**config.mk**
```make
export PLATFORM = sky130hd
export DESIGN_NAME = usb2_ep_writer
export DESIGN_NICKNAME = d
export VERILOG_FILES = /design/src/rtl/usb2_ep_writer.sv
export SDC_FILE = /design/constraint.sdc
export NUM_CORES = 1
export LEC_CHECK = 0
export ABC_AREA = 1
export CAP_MARGIN = 20
export CORE_MARGIN = 2
export CORE_UTILIZATION = 40
export CTS_CLUSTER_DIAMETER = 80
export DETAILED_ROUTE_END_ITERATION = 10
export GPL_ROUTABILITY_DRIVEN = 1
export PLACE_DENSITY = 0.73
export SETUP_SLACK_MARGIN = 0.05
export SLEW_MARGIN = 10
export SYNTH_ARGS = -nofsm -noshare
export SYNTH_HDL_FRONTEND = slang
export SYNTH_SLANG_ARGS = --single-unit
export TNS_END_PERCENT = 30
```
**constraint.sdc**
```tcl
create_clock -name wr_clk -period 1.94 [get_ports wr_clk]
set_input_delay 0.388 -clock wr_clk [delete_from_list [all_inputs] [get_ports wr_clk]]
set_output_delay 0.388 -clock wr_clk [all_outputs]
set_load 0.01 [all_outputs]
```
**src/rtl/usb2_ep_writer.sv**
```systemverilog
// Client-side producer for the double-buffered USB 2.0 endpoint: streams bytes into the
// current buffer half, then commits it. Optional ZLP after a full last packet: USB2_EP_WRITER_ZLP_EN.
module usb2_ep_writer #(
  parameter int MAX_PKT = 512,
  parameter int CNT_W   = 16
) (
  input  logic             wr_clk,
  input  logic             reset_n,
  input  logic [7:0]       s_data,
  input  logic             s_valid,
  input  logic             s_last,
  output logic             s_ready,
  output logic [8:0]       buf_in_addr,
  output logic [7:0]       buf_in_data,
  output logic             buf_in_wren,
  input  logic             buf_in_ready,
  output logic             buf_in_commit,
  output logic [9:0]       buf_in_commit_len,
  input  logic             buf_in_commit_ack,
  output logic             busy,
  output logic [CNT_W-1:0] pkt_count
);

  typedef enum logic [1:0] {WAIT_RDY, FILL, COMMIT, ACK_LO} state_t;

  localparam logic [9:0] MAX_LEN = 10'(MAX_PKT);

  state_t           state_q, state_d;
  logic [1:0]       settle_q, settle_d;
  logic [9:0]       count_q, count_d;
  logic [8:0]       addr_q, addr_d;
  logic [7:0]       data_q, data_d;
  logic             wren_q, wren_d;
  logic [9:0]       len_q, len_d;
  logic [CNT_W-1:0] pkt_count_q, pkt_count_d;
  logic             rdy_meta_q, rdy_s_q;
  logic             ack_meta_q, ack_s_q;
  logic [9:0]       count_inc;
`ifdef USB2_EP_WRITER_ZLP_EN
  logic             zlp_pend_q, zlp_pend_d;
`endif

  assign count_inc = count_q + 10'd1;

  always_ff @(posedge wr_clk or negedge reset_n) begin
    if (!reset_n) begin
      state_q     <= WAIT_RDY;
      settle_q    <= 2'd0;
      count_q     <= 10'd0;
      addr_q      <= 9'd0;
      data_q      <= 8'd0;
      wren_q      <= 1'b0;
      len_q       <= 10'd0;
      pkt_count_q <= '0;
      rdy_meta_q  <= 1'b0;
      rdy_s_q     <= 1'b0;
      ack_meta_q  <= 1'b0;
      ack_s_q     <= 1'b0;
`ifdef USB2_EP_WRITER_ZLP_EN
      zlp_pend_q  <= 1'b0;
`endif
    end else begin
      state_q     <= state_d;
      settle_q    <= settle_d;
      count_q     <= count_d;
      addr_q      <= addr_d;
      data_q      <= data_d;
      wren_q      <= wren_d;
      len_q       <= len_d;
      pkt_count_q <= pkt_count_d;
      rdy_meta_q  <= buf_in_ready;
      rdy_s_q     <= rdy_meta_q;
      ack_meta_q  <= buf_in_commit_ack;
      ack_s_q     <= ack_meta_q;
`ifdef USB2_EP_WRITER_ZLP_EN
      zlp_pend_q  <= zlp_pend_d;
`endif
    end
  end

  always_comb begin
    state_d     = state_q;
    settle_d    = settle_q;
    count_d     = count_q;
    addr_d      = addr_q;
    data_d      = data_q;
    wren_d      = 1'b0;
    len_d       = len_q;
    pkt_count_d = pkt_count_q;
`ifdef USB2_EP_WRITER_ZLP_EN
    zlp_pend_d  = zlp_pend_q;
`endif
    case (state_q)
      WAIT_RDY: begin
        // Ready seen right after a swap may still describe the old half; let it settle.
        if (settle_q != 2'd2) begin
          settle_d = settle_q + 2'd1;
        end else if (rdy_s_q) begin
`ifdef USB2_EP_WRITER_ZLP_EN
          if (zlp_pend_q) begin
            state_d    = COMMIT;
            len_d      = 10'd0;
            zlp_pend_d = 1'b0;
          end else begin
            state_d = FILL;
          end
`else
          state_d = FILL;
`endif
        end
      end
      FILL: begin
        if (s_valid) begin
          wren_d = 1'b1;
          addr_d = count_q[8:0];
          data_d = s_data;
          if ((count_inc == MAX_LEN) || s_last) begin
            len_d   = count_inc;
            count_d = 10'd0;
            state_d = COMMIT;
`ifdef USB2_EP_WRITER_ZLP_EN
            zlp_pend_d = s_last && (count_inc == MAX_LEN);
`endif
          end else begin
            count_d = count_inc;
          end
        end
      end
      COMMIT: begin
        if (ack_s_q) state_d = ACK_LO;
      end
      ACK_LO: begin
        if (!ack_s_q) begin
          pkt_count_d = pkt_count_q + CNT_W'(1);
          settle_d    = 2'd0;
          state_d     = WAIT_RDY;
        end
      end
      default: state_d = WAIT_RDY;
    endcase
  end

  always_comb begin
    s_ready           = (state_q == FILL);
    buf_in_commit     = (state_q == COMMIT);
    busy              = !((state_q == FILL) && (count_q == 10'd0));
    buf_in_addr       = addr_q;
    buf_in_data       = data_q;
    buf_in_wren       = wren_q;
    buf_in_commit_len = len_q;
    pkt_count         = pkt_count_q;
  end

endmodule
```
==> key figures, run 1 <==
Yosys
  • Seq/Total Area, Yosys: ~55%
  • YS warnings: 0
  • Synthesized area per cell: roughly 9.3 sq um
  • Count of cell types in the netlist: 32
  • Post-Synthesis Cell Area: between 2000 and 3000 sq um
  • Post-synthesis cell count: between 300 and 400
  • #FFs+latches synth: just over 60
  • Synthesized net count: ~330

Route
  • First drt pass iteration count: 4
  • Drt wl/cell: 12.3 um
  • Vias/cell: 4.66
  • Post-DRT Antenna Nets: 0
  • Drt drc: 0
  • Drt total wl: between 5 and 6 mm
  • Iteration-0 DRC count of the detailed router: about 120
  • Vias: around 2200

Clock tree
  • Clk sink count: 62
  • Max Root-Sink Buffers: 2
  • Clock Pin Slew Worst Setup and Hold Paths: about 0.07 ns
  • CTS tree: built
  • TritonCTS Buffers: 9
  • Skew-Pair Late Insertion Delay: 0.34 ns
  • CTS root buf: clkbuf_8
  • CTS H-tree lvls: 3

Layout
  • FF+latch area: about 1600 sq um
  • Non-Filler Instances: ~480
  • Share of cells above drive strength 1: roughly 18%
  • Nets: 401
  • Multi-input combinational cell area: between 1000 and 1500 sq um
  • Area growth, synth to finish: 39.1%
  • Most common cell after layout, fill and taps aside: nand2_1
  • Leading cell types in the layout, fill and taps excluded: 87 x nand2_1, 57 x dfrtp_1, 56 x clkdlybuf4s50_1
  • Ant. Diodes: 0
  • Final Cell Area: between 3000 and 4000 sq um
  • Filler cell count: a little under 600

Timing
  • TNS Setup: 0 ns
  • Final Max Tran Viols: 0
  • Rel. slew slack: about four fifths
  • Fin crit period: between 1.5 and 2 ns
  • RSZ-0062 raised after global routing: yes
  • Hold Fails Final Rpt: 0
  • Fin crit share: a little over nine tenths
  • Finish-stage setup viols: 0
  • Final Skew: roughly 0.0095 ns
  • Worst slew pin tran: around 0.33 ns
  • Tightest hold margin: 0.0469 ns
  • Max frequency: ~530 MHz

Worst setup path
  • Max incr delay on CP: between 0.4 and 0.5 ns
  • Crit path buf inv count: 2
  • Crit-path slowest cell: dfrtp_2
  • Max Fanout on Critical Path: 4
  • Crit. End Element: output port
  • CP Cell Sequence: inv_2, ha_4, nand2_1, nor3_2, nand4_1, buf_2
  • Kind of critical path: flop to output port
  • Required time of the worst setup path: roughly 1.6 ns
  • Critical Path AT: about 1.5 ns
  • Startpoint Class: flop
  • Top delay family on crit path: flip-flops

Flow run
  • Max-cap viol count: 0

Floorplanning
  • IO Count: a little over 60
  • Initial Util: 41.5%
  • Die X: between 80 and 90 um
  • Area of the die: between 7000 and 8000 sq um
  • Die Y: just under 90 um
  • # rows: 30
  • Area of the core: between 6000 and 7000 sq um

Global routing
  • Vias in the first global route: 2181
  • Global-route wire length before repair: 9.76 mm
  • Largest net degree at the start of global routing: 63
  • GRT Total Usage: 16.5%
  • Antenna violations before repair: 0
  • Remaining Overflow, GRT: 0

Power
  • Peak VDD IR: about 0.62 mV
  • Leak pwr: approximately 0.0018 uW
  • Power Density: about 1400 nW/um^2

Placement
  • Final HPWL DP: just over 4 mm
  • Placed Cells incl. Taps: 462
  • IO Port Bufs: 60
  • Placed inst area: about 3600 sq um
  • Routability Congestion: 0.921

Min path
  • Hold Crit Class: input port to async pin

Outcome
  • Status: finished clean
[synth_stat cells (all sizes together)]
library cell  number  area [sq um]
o21ai             24           135
nand2             92           355
nand4              6          37.5
dfrtp             62          1550
o22ai              9          56.3
nor4               1          6.26
buf                5          38.8
inv               37           139
clkbuf             2          7.51
xnor2              5          43.8
a21oi              3          15.0
or2                1          6.26
a22oi              1          7.51
and3               1          6.26
nand3             14          95.1
nor2              16          80.1
ha                 9           113
a211oi             1          7.51
nor3               4          30.0
mux2               1          11.3
xor2               9          78.8
[power by group]
part           internal (uW)  switching, uW  leakage (uW)
Clock                    761            503      0.000110
Sequential              1710            341      0.000811
Combinational           1080           1110      0.000872
Total                   3550           1950       0.00179
[cell families after synthesis]
group	synth area share, %
and+or+nand+nor	21.9
DFF	55.0
buffers and inverters	6.56
AOI/OAI and AO/OA	7.85
xor gates and xnor gates	4.35
adders and majority gates	3.99
muxes	0.399
[flip-flops by register name, summed over array words and instances (netlist names)]
register,flops
settle_q,2
ack_s_q,1
ack_meta_q,1
buf_in_wren,1
buf_in_data,8
state_q,2
pkt_count,16
rdy_meta_q,1
count_q,10
rdy_s_q,1
buf_in_commit_len,10
buf_in_addr,9
[final cells by class]
| class | count | share of cell area [%] |
|---|---|---|
| multi-input combinational | 197 | 30.6 |
| inverter | 37 | 3.54 |
| clock inverter | 5 | 2.07 |
| clock buffer | 11 | 3.60 |
| timing repair buffer | 71 | 17.4 |
| sequential | 62 | 39.7 |
| tap | 96 | 3.06 |
[repair_timing]
| action | CTS | global route |
|---|---|---|
| pin swaps | 1 | 4 |
| hold buffers | 0 | 0 |
| endpoints found under the hold margin | 0 | 0 |
| setup buffers | 0 | 1 |
| endpoints found under the setup margin | 17 | 29 |
| gates resized for setup | 10 | 27 |
[metrics by stage]
stage / setup slack [ns] / total power, uW / util (%)
after floorplan: 0.197 / 3080 / -
after global placement: 0.0354 / 4050 / 52.7
after detailed placement: -0.0165 / 4140 / 52.7
after global routing: -0.0119 / 5900 / 57.8
final: 0.0558 / 5510 / 57.8
after CTS: 0.00158 / 5420 / 56.0
[layer usage]
| metal | global-route usage, % | up-vias | wire length [um] |
|---|---|---|---|
| met4 | 6.01 | 0 | 24 |
| met5 | 0 | - | 0 |
| met1 | 19.7 | 1046 | 2530 |
| li1 | - | 1117 | - |
| met3 | 6.13 | 2 | 355 |
| met2 | 27.2 | 65 | 3000 |
[path summary, 6_finish.rpt]
check	from	to	slack [ns]	cells past startpoint
worst max register to register	count_q[0]	state_q[0]	0.14	12
worst max-delay path	count_q[0]	busy	0.06	6
min in group wr_clk	rdy_meta_q	rdy_s_q	0.35	0
worst min register to register	rdy_meta_q	rdy_s_q	0.35	0
worst min-delay path	reset_n	buf_in_commit_len[6]	0.05	2
max in group asynchronous	reset_n	state_q[1]	1.60	2
(Power assumes the default switching activity.)
==> run 2, diff against run 1 <==
clock period = 2.45 ns   (was 1.94 ns; I/O delays follow)
==> run 2 against run 1 <==
Effect of this change: final cell count down 1.7%; via count up 0.31%; routed wire length down 2.4%; register-to-register slack better by 0.21 ns; hold slack better by 0.083 ns; sequential cell count unchanged; critical path type unchanged; largest cell class unchanged; largest power group is now registers.
==> key figures, run 2 (synthesis results as in run 1) <==
Outcome
  • Status: finished clean

Global routing
  • GRT Total Usage: 16.2% (-0.28 points)
  • Vias in the first global route: 2167 (-0.64%)
  • Global-route wire length before repair: 9.78 mm (+0.22%)
  • Remaining Overflow, GRT: 0 (unchanged)
  • Antenna violations before repair: 0 (unchanged)
  • Largest net degree at the start of global routing: 28 (-56%)

Timing
  • RSZ-0062 raised after global routing: no
  • Fin crit share: slightly above 90%
  • Final Skew: 0.00747 ns (-0.00203 ns)
  • Max frequency: 439 MHz
  • Fin crit period: about 2.3 ns
  • Finish-stage setup viols: 0 (unchanged)
  • Tightest hold margin: 0.130 ns (+0.0834 ns)
  • TNS Setup: 0 ns (unchanged)
  • Hold Fails Final Rpt: 0 (unchanged)
  • Worst slew pin tran: 0.522 ns (+0.192 ns)
  • Rel. slew slack: 65.2% (-13 points)
  • Final Max Tran Viols: 0 (unchanged)

Worst setup path
  • RR Endpoint: buf_in_commit_len[6]
  • Kind of critical path: flop to output port
  • Reg2Reg Depth: 12 (unchanged)
  • Max Fanout on Critical Path: 5 (+1)
  • Max incr delay on CP: 0.41 ns (-0.04 ns)
  • Crit-path slowest cell: dfrtp_1
  • Startpoint Class: flop
  • Required time of the worst setup path: 1.96 ns (+0.41 ns)
  • Crit. End Element: output port
  • CP Cell Sequence: inv_1, ha_2, nand2_1, nor3_1, nand4_1, dlygate4sd2_1
  • Critical Path AT: 1.79 ns (+0.29 ns)
  • Reg2Reg Setup Slack: 0.35 ns (+0.21 ns)
  • R2r startpoint: count_q[0]

Clock tree
  • TritonCTS Buffers: 9 (unchanged)
  • Clk sink count: 62 (unchanged)
  • Clock Pin Slew Worst Setup and Hold Paths: 0.07 ns (about the same)
  • CTS H-tree lvls: 3 (unchanged)
  • Max Root-Sink Buffers: 2 (unchanged)
  • Post-CTS setup buffers: 0 (unchanged)
  • Skew-Pair Late Insertion Delay: 0.33 ns (about the same)
  • CTS tree: built
  • CTS root buf: clkbuf_8

Route
  • Post-DRT Antenna Nets: 0 (unchanged)
  • Vias: 2237 (+0.31%)
  • Drt wl/cell: 12.2 um (-0.73%)
  • Drt drc: 0 (unchanged)
  • Drt total wl: 5.77 mm (-2.4%)
  • Iteration-0 DRC count of the detailed router: 110 (-4.3%)
  • Vias/cell: 4.75 (+2.0%)
  • First drt pass iteration count: 4 (unchanged)

Layout
  • Ant. Diodes: 0 (unchanged)
  • Most common cell after layout, fill and taps aside: nand2_1
  • Post-layout util: 54.8% (-2.9 points)
  • Share of cells above drive strength 1: 11.7% (-6.5 points)
  • Nets: 394 (-1.7%)
  • Number of flip-flops in the largest register: 16 (unchanged)
  • Area growth, synth to finish: 32.0%
  • Leading cell types in the layout, fill and taps excluded: 88 x nand2_1, 62 x dfrtp_1, 58 x clkdlybuf4s50_1

Floorplanning
  • Area of the die: 7740 sq um (unchanged)
  • IO Count: 61 (unchanged)
  • Initial Util: 41.5% (unchanged)
  • Die X: 88.0 um (unchanged)
  • Area of the core: 6790 sq um (unchanged)
  • # rows: 30 (unchanged)
  • Die Y: 88.0 um (unchanged)

Min path
  • Hold Crit Class: input port to async pin

Flow run
  • Max-cap viol count: 0 (unchanged)

Power
  • Peak VDD IR: 0.527 mV (-15%)
  • Final Total Pwr: 4100 uW (-26%)
  • Power Density: 1100 nW/um^2 (-22%)
  • Leak pwr: 0.00173 uW (-3.4%)

Placement
  • IO Port Bufs: 60 (unchanged)
  • Final HPWL DP: 4.31 mm (+4.5%)
  • Routability Congestion: 0.914 (-0.76%)
[run 2: cell types whose count changed in the layout (fill, tap and decap cells not counted), moves of 4 or more]
cell     change
inv_1        +4
buf_4        -6
dfrtp_2      -5
dfrtp_1      +5
ha_4         -4
inv_2        -4
[run 2: cell type report]
cell class	instances	area (sq um)
clock buffer	10	128
multi-input combinational	197	1090
clock inverter	5	75.1
tap	96	120
sequential	62	1550
timing repair buffer	64	624
fill	630	3070
inverter	37	139
[run 2: power breakdown]
group / switching (uW) / total, uW / internal, uW
Sequential: 263 / 1610 / 1350
Clock: 372 / 934 / 562
Combinational: 802 / 1560 / 756
Total: 1440 / 4100 / 2670
[run 2: metal layers]
| metal | track usage (%) | vias up | part of all wire (%) |
|---|---|---|---|
| li1 | - | 1102 | - |
| met1 | 20.3 | 1054 | 44 |
| met3 | 4.24 | 9 | 5.9 |
| met2 | 26.9 | 72 | 48 |
| met5 | 0 | - | 0 |
| met4 | 6.15 | 0 | 1.6 |
[run 2: worst max-delay path by stage]
stage                     from          to  cells after the start
finish              state_q[1]        busy                      6
global route        state_q[1]        busy                      6
CTS                 state_q[1]        busy                      6
detailed placement  state_q[1]        busy                      6
global placement    count_q[0]        busy                      6
floorplan           state_q[1]  count_q[8]                      7
[run 2: metrics by stage]
stage,std cells,worst slack (ns),instance area [sq um]
finish,471,0.173,3720
global route,471,0.0995,3720
CTS,471,0.172,3720
detailed placement,456,0.296,3520
global placement,456,0.375,3520
floorplan,303,0.707,2820
[run 2: what timing repair did]
item,in CTS,in global routing
hold buffers,0,0
gates resized for setup,2,0
setup endpoints to repair,1,0
[run 2: worst max-delay path: cells and delay by family (launching register included)]
kind	cells	cell delay (ns)
fa+ha+maj	1	0.24
simple gates	3	0.38
flops	1	0.41
buf+inv	2	0.43
